===== config.mk =====
export PLATFORM = sky130hd
export DESIGN_NAME = lives_drawer
export DESIGN_NICKNAME = d
export VERILOG_FILES = /design/src/rtl/lives_drawer.sv
export SDC_FILE = /design/constraint.sdc
export NUM_CORES = 1
export LEC_CHECK = 0
export BUFFER_PORTS_ARGS = -buffer_cell sky130_fd_sc_hd__buf_2
export CORE_MARGIN = 2
export CORE_UTILIZATION = 41
export DETAILED_ROUTE_END_ITERATION = 8
export HOLD_SLACK_MARGIN = 0.06
export PLACE_DENSITY = 0.78
export SLEW_MARGIN = 20
export SYNTH_ARGS = -nofsm -noshare
export SYNTH_HDL_FRONTEND = slang
export SYNTH_SLANG_ARGS = --single-unit

===== constraint.sdc =====
create_clock -name clk -period 2.15 [get_ports clk]
set_input_delay 0.1075 -clock clk [delete_from_list [all_inputs] [get_ports clk]]
set_output_delay 0.1075 -clock clk [all_outputs]
set_load 0.02 [all_outputs]

===== src/rtl/lives_drawer.sv =====
// lives_drawer: draws a row of life icons, keeps the life count and raises game over.
// Optional macro LIVES_DRAWER_BLINK_EN adds a BLINK state that flashes the icon just lost.
//
// Ports:
//   clk, reset (sync, active-high)
//   pixelX, pixelY : current pixel
//   startOfFrame   : one pulse per frame
//   lifeLost       : player hit
//   livesReset     : new game
//   lifeRequest    : registered, pixel is on a drawn icon
//   lifeRGB        : registered icon colour, 0 when not requesting
//   livesCount     : remaining lives
//   gameOver       : high while in OVER
module lives_drawer #(
  parameter int          MAX_LIVES    = 5,
  parameter int          X0           = 16,
  parameter int          Y0           = 16,
  parameter int          PITCH        = 24,
  parameter int          BLINK_FRAMES = 48,
  parameter logic [7:0]  EDGE_RGB     = 8'h80,
  parameter logic [7:0]  FILL_RGB     = 8'hE0
) (
  input  logic        clk,
  input  logic        reset,
  input  logic [10:0] pixelX,
  input  logic [10:0] pixelY,
  input  logic        startOfFrame,
  input  logic        lifeLost,
  input  logic        livesReset,
  output logic        lifeRequest,
  output logic [7:0]  lifeRGB,
  output logic [2:0]  livesCount,
  output logic        gameOver
);

  localparam logic [2:0] MAXL = 3'(MAX_LIVES);

`ifdef LIVES_DRAWER_BLINK_EN
  typedef enum logic [1:0] {
    IDLE  = 2'd0,
    BLINK = 2'd1,
    OVER  = 2'd2
  } state_t;

  // frameCnt needs at least bit 2 for the blink phase
  localparam int FW =
    ($clog2(BLINK_FRAMES) < 3) ? 3 : $clog2(BLINK_FRAMES);
  localparam logic [FW-1:0] FLAST = FW'(BLINK_FRAMES - 1);

  logic [FW-1:0] frameCnt;
  logic [FW-1:0] frameNext;
  logic          blinkVis;
`else
  typedef enum logic [1:0] {
    IDLE = 2'd0,
    OVER = 2'd2
  } state_t;
`endif

  state_t     state;
  state_t     stateNext;
  logic [2:0] livesNext;
  logic       lossOk;

  assign lossOk   = lifeLost && (livesCount != 3'd0) && (state != OVER);
  assign gameOver = (state == OVER);

`ifdef LIVES_DRAWER_BLINK_EN
  always_ff @(posedge clk) begin
    if (reset) begin
      state      <= IDLE;
      livesCount <= MAXL;
      frameCnt   <= '0;
    end else begin
      state      <= stateNext;
      livesCount <= livesNext;
      frameCnt   <= frameNext;
    end
  end

  // lifeLost outranks startOfFrame: the frame tick is simply dropped
  always_comb begin
    stateNext = state;
    livesNext = livesCount;
    frameNext = frameCnt;
    if (livesReset) begin
      stateNext = IDLE;
      livesNext = MAXL;
      frameNext = '0;
    end else begin
      case (state)
        IDLE: begin
          if (lossOk) begin
            livesNext = livesCount - 3'd1;
            frameNext = '0;
            stateNext = BLINK;
          end
        end
        BLINK: begin
          if (lossOk) begin
            livesNext = livesCount - 3'd1;
            frameNext = '0;
          end else if (startOfFrame) begin
            if (frameCnt == FLAST) begin
              frameNext = '0;
              stateNext = (livesCount == 3'd0) ? OVER : IDLE;
            end else begin
              frameNext = frameCnt + FW'(1);
            end
          end
        end
        OVER: begin
          stateNext = OVER;
        end
        default: begin
          stateNext = IDLE;
        end
      endcase
    end
  end

  assign blinkVis = (state == BLINK) && !frameCnt[2];
`else
  always_ff @(posedge clk) begin
    if (reset) begin
      state      <= IDLE;
      livesCount <= MAXL;
    end else begin
      state      <= stateNext;
      livesCount <= livesNext;
    end
  end

  always_comb begin
    stateNext = state;
    livesNext = livesCount;
    if (livesReset) begin
      stateNext = IDLE;
      livesNext = MAXL;
    end else begin
      case (state)
        IDLE: begin
          if (lossOk) begin
            livesNext = livesCount - 3'd1;
            stateNext = (livesCount == 3'd1) ? OVER : IDLE;
          end
        end
        OVER: begin
          stateNext = OVER;
        end
        default: begin
          stateNext = IDLE;
        end
      endcase
    end
  end
`endif

  // 12-bit compares so icon bounds near the screen edge cannot wrap
  localparam logic [11:0] TOP = 12'(Y0);

  logic [11:0]          px;
  logic [11:0]          py;
  logic                 inRow;
  logic                 rowRing;
  logic [MAX_LIVES-1:0] inIcon;
  logic [MAX_LIVES-1:0] onRing;
  logic [MAX_LIVES-1:0] shown;
  logic                 hit;
  logic                 ring;

  assign px      = {1'b0, pixelX};
  assign py      = {1'b0, pixelY};
  assign inRow   = (py >= TOP) && (py < TOP + 12'd16);
  assign rowRing = (py < TOP + 12'd2) || (py >= TOP + 12'd14);

  for (genvar k = 0; k < MAX_LIVES; k++) begin : g_icon
    localparam logic [11:0] LX = 12'(X0 + k * PITCH);
    assign inIcon[k] = inRow && (px >= LX) && (px < LX + 12'd16);
    assign onRing[k] = rowRing || (px < LX + 12'd2) ||
                       (px >= LX + 12'd14);
`ifdef LIVES_DRAWER_BLINK_EN
    assign shown[k] = (3'(k) < livesCount) ||
                      ((3'(k) == livesCount) && blinkVis);
`else
    assign shown[k] = (3'(k) < livesCount);
`endif
  end

  assign hit  = (state != OVER) && |(inIcon & shown);
  assign ring = |(inIcon & shown & onRing);

  always_ff @(posedge clk) begin
    if (reset) begin
      lifeRequest <= 1'b0;
      lifeRGB     <= 8'h00;
    end else begin
      lifeRequest <= hit;
      lifeRGB     <= hit ? (ring ? EDGE_RGB : FILL_RGB) : 8'h00;
    end
  end

endmodule


==> flow_metrics.tcl <==
set metrics [dict create \
    synthFlopType "dfxtp_1" \
    viasPerCell 4.94 \
    whs_ns 0.154 \
    pwr-share-clk_pct 34.3 \
    rsz0062_at_grt "false" \
    p_int_mw 0.245 \
    ys_warn_count 0 \
    cts_resized 0 \
    antenna_found_initial 0 \
    die-width_um 43.0 \
    wl_per_cell_um 9.93 \
    power.switching_mw 0.106 \
    cts-buffers-inserted 3 \
    critPathMaxStageDelay_ns 0.43 \
    hp-class "primary input to register" \
    place.gp.congestion 0.769 \
    skew_ns 0.00196 \
    cts.htree.levels 1 \
    drt_iter0_markers 7 \
    worst_ep_arrival_time_ns 1.76 \
    r2r_slack_ns 0.54 \
    die_height_um 43.0 \
    seqPwrFrac_pct 38.6 \
    grt_usage_pct 14.8 \
    drtPass1Iterations 3 \
    p_comb_share_pct 27.1 \
    endpoint_kind "register" \
    netlist_area_um2 624 \
    hold_viol 0 \
    setup_violations 0 \
    finalCriticalPeriod_ns 1.61 \
    path_max_fanout 6 \
    area_delta_synth_final_pct 27.7 \
    synth-edff-count 0 \
    cpMaxStageDelayCell "dfxtp_1" \
    clk_latency_ns 0.25 \
    portBuffers 31 \
    drive_gt1_share_pct 38.7 \
    antenna_left 0 \
    peakVddDrop_uv 400 \
    avgSynthCellArea_um2 8.00 \
    worstPathCellList "inv_1, ha_1, a211oi_4, nor2_1, a2111oi_2" \
    drc_errors 0 \
    hpwlAfterDp_mm 1.03 \
    max_cap_viol_count 0 \
    num_vias 628 \
    wirelength_mm 1.26 \
    core.rowCount 14 \
    nets 142 \
    critical_path_class "register to register" \
    die-area_mm2 0.00185 \
    cts_tree "yes" \
    start_util_pct 42.4 \
    final-max-slew-violation-count 0 \
    async_reset_ff_share_pct 0 \
    clockBufferDepth 2 \
    post_cts_buffers 0 \
    grt_first_pass_wirelength_mm 2.08 \
    p_leak_nw 0.389 \
    cts-root-buf "clkbuf_4" \
    coreArea_mm2 0.00147 \
    clk_pin_slew_ns 0.05 \
    worstPathRequired_ns 2.31 \
    ys_seq_area_share_pct 22.4 \
    status "finished clean" \
    fin_crit_sh_pct 74.8 \
    antenna_cells 0 \
    cp-start-kind "register" \
    timing.fmax_mhz 622 \
    swShare_pct 30.1 \
    cellPowerDensity_mw_per_mm2 440 \
    grt-ovfl-total 0 \
    boundaryPins 40 \
    grt_max_degree 11 \
    synthCells 78 \
    clock_sinks 7 \
    ys_ff_latch 7 \
    synth.distinct_cells 36 \
    grt_pass1_vias 535 \
    finalSetupTns_ns 0 \
]
[power by group through the flow]
stage          Combinational, mW  Clock (mW)  Sequential [mW]
2_1_floorplan             0.0652           0            0.141
3_3_place_gp              0.0901           0            0.138
3_5_place_dp              0.0923           0            0.138
4_1_cts                   0.0940       0.127            0.136
5_1_grt                    0.106       0.142            0.136
6_report                  0.0950       0.120            0.136
[timing repair]
| item | in CTS | in global routing |
|---|---|---|
| hold buffers | 1 | 1 |
| endpoints found under the setup margin | 0 | 0 |
| hold endpoints to repair | 1 | 1 |
[stage by stage]
step                instances  total power, mW  utilization (%)  area [um2]  setup WS, ns
global route              127            0.384             54.2         797         0.360
global placement          121            0.228             51.0         751         0.556
floorplan                  82            0.206                -         639         0.476
finish                    127            0.351             54.2         797         0.542
CTS                       126            0.356             53.5         787         0.516
detailed placement        121            0.231             51.0         751         0.518
[path summary, 6_finish.rpt]
| kind | start | depth (start not counted) | end |
|---|---|---|---|
| worst max-delay path | livesCount[0]$_SDFFE_PP1P_ | 5 | livesCount[1]$_SDFFE_PP0P_ |
| worst min-delay path | pixelY[8] | 4 | lifeRequest$_SDFF_PP0_ |
| worst max register to register | livesCount[0]$_SDFFE_PP1P_ | 5 | livesCount[1]$_SDFFE_PP0P_ |
| worst min register to register | livesCount[1]$_SDFFE_PP0P_ | 2 | livesCount[1]$_SDFFE_PP0P_ |
[worst max-delay path: cells and delay by family, from the launching register on]
| kind | cells | cell delay (ns) |
|---|---|---|
| AO/OA/AOI/OAI | 2 | 0.66 |
| adder cells (fa/ha/maj) | 1 | 0.24 |
| buffers and inverters | 1 | 0.09 |
| flip-flops | 1 | 0.43 |
| AND/OR/NAND/NOR | 1 | 0.09 |
[cell usage in the layout (no fill, tap or decap), types with 2 or more instances in the layout]
| cell type | instances |
|---|---|
| buf_2 | 31 |
| nor2_1 | 8 |
| dfxtp_1 | 7 |
| inv_1 | 5 |
| nand2_1 | 5 |
| conb_1 | 5 |
| o21ai_0 | 4 |
| nand3_1 | 4 |
| a21oi_1 | 3 |
| ha_1 | 3 |
| clkbuf_4 | 3 |
| xnor2_1 | 2 |
| a211oi_1 | 2 |
| o22ai_1 | 2 |
| nor3_1 | 2 |
| or3_1 | 2 |
| dlygate4sd3_1 | 2 |
[state kept, by name (all words and copies together), names as in the netlist]
signal,count
livesCount,3
lifeRGB,2
lifeRequest,1
state,1
[cell families after synthesis]
kind of cell / after synthesis / share of synthesized area [%]
and+or+nand+nor: 32 / 28.9
AOI/OAI and AO/OA: 20 / 26.1
buffers and inverters: 13 / 13.2
DFF: 7 / 22.4
adders and majority gates: 3 / 6.01
xor gates and xnor gates: 2 / 2.81
other: 1 / 0.601
[per-layer routing]
layer / up-vias / routed length [um] / track usage [%]
li1: 338 / - / -
met1: 270 / 544 / 17.4
met2: 20 / 615 / 24.8
met3: 0 / 101 / 7.66
met4: 0 / 0 / 1.82
met5: - / 0 / 0
[cell type report]
cell class / count / area (um2)
Clock buffer: 4 / 26.3
Fill cell: 152 / 674
Inverter: 5 / 18.8
Multi-Input combinational cell: 62 / 417
Sequential cell: 7 / 140
Tap cell: 16 / 20.0
Timing Repair Buffer: 33 / 175
[cell usage after synthesis, types with 2 or more instances]
cell type,number,area (um2)
xnor2_1,2,17.5
nor3_1,2,10.0
or3_1,2,12.5
ha_1,3,37.5
a211oi_1,2,15.0
inv_1,5,18.8
nand3_1,4,20.0
nand2_1,5,18.8
buf_4,7,52.6
a21oi_1,3,15.0
o21ai_0,4,20.0
nor2_1,8,30.0
dfxtp_1,7,140
o22ai_1,2,12.5
(Power assumes the default switching activity.)
